<file path="src/rtl/retire_trace_tx.sv">
// Retire-trace transmitter: classifies each retiring instruction, queues it as a
// record and streams it out as a 2..4 word burst of 16-bit words on valid/ready.
module retire_trace_tx #(
    parameter int DEPTH  = 8,
    parameter int DROP_W = 8
) (
    input  logic                   clk,
    input  logic                   rst_n,
    input  logic                   ret_valid,
    input  logic [15:0]            ret_pc,
    input  logic                   ret_reg_we,
    input  logic [3:0]             ret_rd,
    input  logic [15:0]            ret_wdata,
    input  logic                   ret_mem_re,
    input  logic                   ret_mem_we,
    input  logic [15:0]            ret_addr,
    input  logic [15:0]            ret_mdata,
    input  logic                   ret_halt,
    output logic                   tr_valid,
    output logic [15:0]            tr_data,
    output logic                   tr_last,
    input  logic                   tr_ready,
    output logic                   overflow,
    output logic [DROP_W-1:0]      drop_cnt,
    output logic [$clog2(DEPTH):0] fifo_level,
    output logic                   trace_done
);
    localparam int AW = $clog2(DEPTH);
    localparam int CW = AW + 1;
    localparam logic [2:0] T_NOP   = 3'd0;
    localparam logic [2:0] T_REG   = 3'd1;
    localparam logic [2:0] T_LOAD  = 3'd2;
    localparam logic [2:0] T_STORE = 3'd3;
    localparam logic [2:0] T_HALT  = 3'd4;

    typedef enum logic [2:0] {S_IDLE, S_HDR, S_PC, S_P0, S_P1} state_t;

    // Each entry holds {word3, word2, pc, header} plus the index of its final word.
    logic [63:0] rec_mem   [DEPTH];
    logic [1:0]  lastw_mem [DEPTH];

    state_t            state_reg, state_next;
    logic [15:0]       data_reg, data_next;
    logic              last_reg, last_next;
    logic              done_reg, done_next;
    logic [AW-1:0]     rd_ptr_reg, wr_ptr_reg;
    logic [CW-1:0]     count_reg;
    logic [8:0]        inum_reg;
    logic              halt_seen_reg;
    logic              overflow_reg;
    logic [DROP_W-1:0] drop_reg;

    logic [2:0]  ev_type;
    logic [3:0]  ev_rd;
    logic [15:0] ev_w2, ev_w3, ev_hdr;
    logic [1:0]  ev_last;
    logic        capture, push, pop, drop;
    logic [1:0]  cur_idx, nxt_idx, cur_last;
    logic [63:0] cur_rec;
    logic [15:0] cur_word [4];
    logic [15:0] nxt_hdr;

    always_comb begin
        ev_type = T_NOP;
        ev_rd   = 4'd0;
        ev_w2   = 16'd0;
        ev_w3   = 16'd0;
        ev_last = 2'd1;
        if (ret_halt) begin
            ev_type = T_HALT;
        end else if (ret_mem_we) begin
            ev_type = T_STORE;
            ev_w2   = ret_addr;
            ev_w3   = ret_mdata;
            ev_last = 2'd3;
        end else if (ret_reg_we && ret_mem_re) begin
            ev_type = T_LOAD;
            ev_rd   = ret_rd;
            ev_w2   = ret_wdata;
            ev_w3   = ret_addr;
            ev_last = 2'd3;
        end else if (ret_reg_we) begin
            ev_type = T_REG;
            ev_rd   = ret_rd;
            ev_w2   = ret_wdata;
            ev_last = 2'd2;
        end
    end

    assign ev_hdr = {ev_type, ev_rd, inum_reg};

    assign cur_rec  = rec_mem[rd_ptr_reg];
    assign cur_last = lastw_mem[rd_ptr_reg];
    assign nxt_hdr  = rec_mem[rd_ptr_reg + AW'(1)][15:0];

    genvar gi;
    generate
        for (gi = 0; gi < 4; gi++) begin : g_lane
            assign cur_word[gi] = cur_rec[16*gi +: 16];
        end
    endgenerate

    always_comb begin
        cur_idx = 2'd0;
        case (state_reg)
            S_PC:    cur_idx = 2'd1;
            S_P0:    cur_idx = 2'd2;
            S_P1:    cur_idx = 2'd3;
            default: cur_idx = 2'd0;
        endcase
    end

    assign nxt_idx = cur_idx + 2'd1;
    assign tr_valid = (state_reg != S_IDLE);
    assign pop      = tr_valid & tr_ready & (cur_idx == cur_last);

    // Inum still advances on a drop so the collector sees a gap.
    assign capture = ret_valid & ~halt_seen_reg;
    assign push    = capture & ((count_reg < CW'(DEPTH)) | pop);
    assign drop    = capture & ~push;

    always_comb begin
        state_next = state_reg;
        data_next  = data_reg;
        last_next  = last_reg;
        done_next  = done_reg;
        if (state_reg == S_IDLE) begin
            if (count_reg != '0) begin
                state_next = S_HDR;
                data_next  = cur_word[0];
                last_next  = 1'b0;
            end
        end else if (tr_ready) begin
            if (pop) begin
                if (cur_word[0][15:13] == T_HALT) begin
                    done_next = 1'b1;
                end
                // A record arriving into an otherwise drained FIFO is bypassed
                // straight to the output so back-to-back bursts have no bubble.
                if (count_reg > CW'(1)) begin
                    state_next = S_HDR;
                    data_next  = nxt_hdr;
                    last_next  = 1'b0;
                end else if (push) begin
                    state_next = S_HDR;
                    data_next  = ev_hdr;
                    last_next  = 1'b0;
                end else begin
                    state_next = S_IDLE;
                    data_next  = 16'd0;
                    last_next  = 1'b0;
                end
            end else begin
                case (nxt_idx)
                    2'd1:    state_next = S_PC;
                    2'd2:    state_next = S_P0;
                    default: state_next = S_P1;
                endcase
                data_next = cur_word[nxt_idx];
                last_next = (nxt_idx == cur_last);
            end
        end
    end

    always_ff @(posedge clk) begin
        if (!rst_n) begin
            state_reg     <= S_IDLE;
            data_reg      <= 16'd0;
            last_reg      <= 1'b0;
            done_reg      <= 1'b0;
            rd_ptr_reg    <= '0;
            wr_ptr_reg    <= '0;
            count_reg     <= '0;
            inum_reg      <= 9'd0;
            halt_seen_reg <= 1'b0;
            overflow_reg  <= 1'b0;
            drop_reg      <= '0;
        end else begin
            state_reg <= state_next;
            data_reg  <= data_next;
            last_reg  <= last_next;
            done_reg  <= done_next;
            count_reg <= count_reg + CW'(push) - CW'(pop);
            if (push) begin
                wr_ptr_reg <= wr_ptr_reg + AW'(1);
            end
            if (pop) begin
                rd_ptr_reg <= rd_ptr_reg + AW'(1);
            end
            if (capture) begin
                inum_reg <= inum_reg + 9'd1;
                if (ret_halt) begin
                    halt_seen_reg <= 1'b1;
                end
            end
            if (drop) begin
                overflow_reg <= 1'b1;
                if (drop_reg != '1) begin
                    drop_reg <= drop_reg + DROP_W'(1);
                end
            end
        end
    end

    always_ff @(posedge clk) begin
        if (push) begin
            rec_mem[wr_ptr_reg]   <= {ev_w3, ev_w2, ret_pc, ev_hdr};
            lastw_mem[wr_ptr_reg] <= ev_last;
        end
    end

    assign tr_data    = data_reg;
    assign tr_last    = last_reg;
    assign overflow   = overflow_reg;
    assign drop_cnt   = drop_reg;
    assign fifo_level = count_reg;
    assign trace_done = done_reg;

endmodule

</file>
<file path="config.mk">
export PLATFORM = sky130hd
export DESIGN_NAME = retire_trace_tx
export DESIGN_NICKNAME = d
export VERILOG_FILES = /design/src/rtl/retire_trace_tx.sv
export SDC_FILE = /design/constraint.sdc
export NUM_CORES = 1
export LEC_CHECK = 0
export BUFFER_PORTS_ARGS = -buffer_cell sky130_fd_sc_hd__buf_2
export CORE_UTILIZATION = 40
export DETAILED_ROUTE_END_ITERATION = 16
export PLACE_DENSITY = 0.52
export SYNTH_ARGS = -nofsm -noshare
export SYNTH_HDL_FRONTEND = slang
export SYNTH_SLANG_ARGS = --single-unit
</file>
<file path="constraint.sdc">
create_clock -name clk -period 26.7 [get_ports clk]
set_input_delay 1.335 -clock clk [delete_from_list [all_inputs] [get_ports clk]]
set_output_delay 1.335 -clock clk [all_outputs]
set_load 0.02 [all_outputs]
</file>
==> metrics.txt <==
die area=0.0628 sq mm; HPWL Detailed=40,600 um; row count=90; hold_sp=overflow; Worst Skew=0.0132 ns; syn avg cell area=17.2 sq um; final setup TNS=0 ns; vias=14,100; share of the synthesized area in the top cell type=64.2%; clock power share=36.3%; register area share after synthesis=68.5%; cts bufs inserted=61; RSZ-0062 raised after global routing=no; Post-CTS Setup Bufs=0; htree depth=2; pwr/cell area=80.3 mW/mm^2; pin count of the biggest net entering global routing=104; Bufs on Longest Clock Path=3; Residual DRC=0; Clock Sinks=581; area grow syn2layout=13.4%; switching portion of total power=27.3%; internal reg-to-reg setup slack=21.12 ns; GR Overflow Total=0; Top Ports=108; Hold Crit Class=flop to flop; ranking of synthesized cells by area=edfxtp_1, mux4_2, dfxtp_1, mux2i_1, a22oi_1; Fmax=0.179 GHz; hold buffer count at CTS=0; post-layout min period=5.58 ns; number of enable flip-flop cells after synthesis=528; crit-path cells=buf_4 > mux4_2 > mux2i_2 > xnor2_1 > and3_1 > buf_4 > nand2_2 > a211oi_4 > buf_4 > buf_4; n_diodes=0; max layer used=met5; Tcrit/Tclk final=20.9%; Logic pwr share=15.8%; startpoint types=flop; fraction of power consumed by sequential logic=47.9%; Crit. End Element=flop; area leader, netlist=edfxtp_1; R2R depth=10; mapped cell area=0.0247 sq mm; Yosys reg bits=581; Hold Path Stages=1; routed wl met2=30,600 um; clock-pin transition on the worst setup and hold timing paths=0.06 ns; endpoints failing setup=0; die height=251 um; Pre-antenna DRT Iters=6; Post-DRT Antenna Nets=0; Final nets=1,635; Critical Path Most Common Cell=buf_4; setup ws final=21.12 ns; Port Buffers=107; crit path DAT=5.84 ns; Slew HR=17.2%; Clk Tree Root Cell=clkbuf_16; Synth Warn #=0; Leak=8.87 nW; Post-CTS Resized=0; max reg flops=512; Crit Reg-Reg Endpoint=rec_mem[0][34]; chip width=251 um; Largest stage delay, worst path=0.81 ns; Crit Path Max Fanout=41; critical path's slowest cell=a211oi_4; GRT Total Usage=21.3%; final slew viol count=0; Place WS=21.00 ns; Reg with most FFs=rec_mem; vias in the first global route=14,200; global-route wire length before repair=97,800 um; synth unique cells=67; Clock Latency Late Sink=0.62 ns; Final Hold Violating Endpoints=0; Most used DFF post-synth=edfxtp_1; metal3 WL=4210 um; Starting DRT DRC Count=1,410; initial antenna violation count=1; Mapped Cells=1,438; Least-Margin Pin Slew=1.23 ns; Async SR Flop Fraction=0%; crit path buf inv count=4; detailed-route wire length per cell=27.8 um; Min-Delay Endpoint=overflow; share of layout cells above drive strength 1=24.0%; P_sw=0.000614 W; Layout Utilization=46.2%; CP Data Required Time=26.96 ns; Worst Setup Path Type=flop to flop; Final Wtd Congestion=0.871; CP top delay family=buffers and inverters; Initial Util=40.7%; core area=0.0607 sq mm; peak supply drop=45.3 uV; Crit path depth=10; WL final=66,000 um; Internal=0.00164 W; synthesized netlist net count=1,526; total of max-cap violations=0; CTS tree=done; Vias/cell=5.95; Post-Route M1 WL=29,800 um; status=completed
==> kinds of logic (layout without fill, tap and decap cells) <==
logic type | Yosys count | in the layout | share of synthesized area [%]
AO/OA/AOI/OAI | 255 | 255 | 7.36
XOR/XNOR | 12 | 12 | 0.425
adder cells (fa/ha/maj) | 12 | 12 | 0.638
buffers and inverters | 113 | 269 | 2.10
flip-flops | 581 | 581 | 68.5
multiplexers | 242 | 242 | 16.5
AND/OR/NAND/NOR | 223 | 223 | 4.54
==> power groups by stage <==
stage	Sequential, W	Clock, W	Combinational, W
floorplan	0.00110	0	0.000205
global placement	0.00110	0	0.000352
detailed placement	0.00110	0	0.000354
CTS	0.00108	0.000835	0.000356
global route	0.00108	0.000865	0.000380
finish	0.00108	0.000816	0.000356
==> cell type report <==
type                    count  area, sq um
inverters                  17         63.8
multi-input cells         744         7340
fillers                  5154        32700
clock buffers              81         1630
clock inverters            29          265
flip-flops and latches    581        16900
repair buffers            142          811
well taps                 782          978
==> metrics by stage <==
step	std cells	hold WS (ns)	cell area, sq um	total power (W)
floorplan	1438	0.450	24700	0.00131
global placement	2266	0.446	26100	0.00145
detailed placement	2266	0.454	26100	0.00145
CTS	2376	0.467	28000	0.00227
global route	2376	0.489	28000	0.00233
finish	2376	0.463	28000	0.00225
==> worst max path at each step <==
stage             start              end  slack, ns
2_1_floorplan  tr_ready  lastw_mem[3][0]      13.17
3_3_place_gp       flop   rec_mem[0][34]      21.06
3_5_place_dp       flop   rec_mem[0][55]      21.00
4_1_cts            flop   rec_mem[0][32]      20.97
5_1_grt            flop   rec_mem[0][34]      20.76
6_report           flop   rec_mem[0][34]      21.12
==> synthesized netlist by cell type, types with 23 or more instances <==
| cell type | number |
|---|---|
| edfxtp_1 | 528 |
| nand3_1 | 28 |
| a22oi_1 | 48 |
| dfxtp_1 | 53 |
| mux4_2 | 130 |
| a22o_1 | 26 |
| nand2_1 | 52 |
| clkbuf_1 | 44 |
| a21oi_1 | 47 |
| o21ai_0 | 23 |
| nor2_1 | 48 |
| mux2i_1 | 97 |
| buf_2 | 37 |
==> worst register-to-register path, cell delays in order, from the launching register on <==
cell,delay [ns]
dfxtp_4,0.59
buf_4,0.68
mux4_2,0.61
mux2i_2,0.25
xnor2_1,0.18
and3_1,0.19
buf_4,0.37
nand2_2,0.37
a211oi_4,0.81
buf_4,0.59
buf_4,0.57
==> placed cells by master, fill, tap and decap left out, types with 5 or more instances in the layout <==
| cell type | n |
|---|---|
| o22ai_1 | 10 |
| ha_1 | 10 |
| a2111oi_2 | 6 |
| a22oi_1 | 48 |
| inv_1 | 15 |
| o2bb2ai_1 | 6 |
| dfxtp_1 | 50 |
| xor2_1 | 6 |
| a21oi_1 | 47 |
| o21ai_0 | 23 |
| nand3_1 | 28 |
| xnor2_1 | 6 |
| a211oi_1 | 19 |
| o221ai_1 | 6 |
| mux4_2 | 130 |
| o211ai_1 | 10 |
| a22o_1 | 26 |
| nand2_1 | 52 |
| and2_1 | 10 |
| mux2_2 | 14 |
| mux2i_1 | 97 |
| nor4_1 | 5 |
| and3_1 | 11 |
| clkbuf_16 | 62 |
| buf_4 | 34 |
| or3_1 | 8 |
| nor2b_1 | 16 |
| clkbuf_1 | 18 |
| nor2_1 | 47 |
| clkinv_2 | 7 |
| nor3_1 | 8 |
| buf_2 | 107 |
| edfxtp_1 | 528 |
| nand2b_1 | 14 |
| nand4_1 | 11 |
| o2111ai_1 | 6 |
| clkinv_1 | 16 |
| bufinv_16 | 5 |
==> metal layers <==
metal	vias to the layer above	track usage [%]
met5	-	0
met4	2	5.96
met3	77	3.11
met2	514	32.9
met1	7413	31.5
li1	6130	-
(Power assumes the default switching activity.)
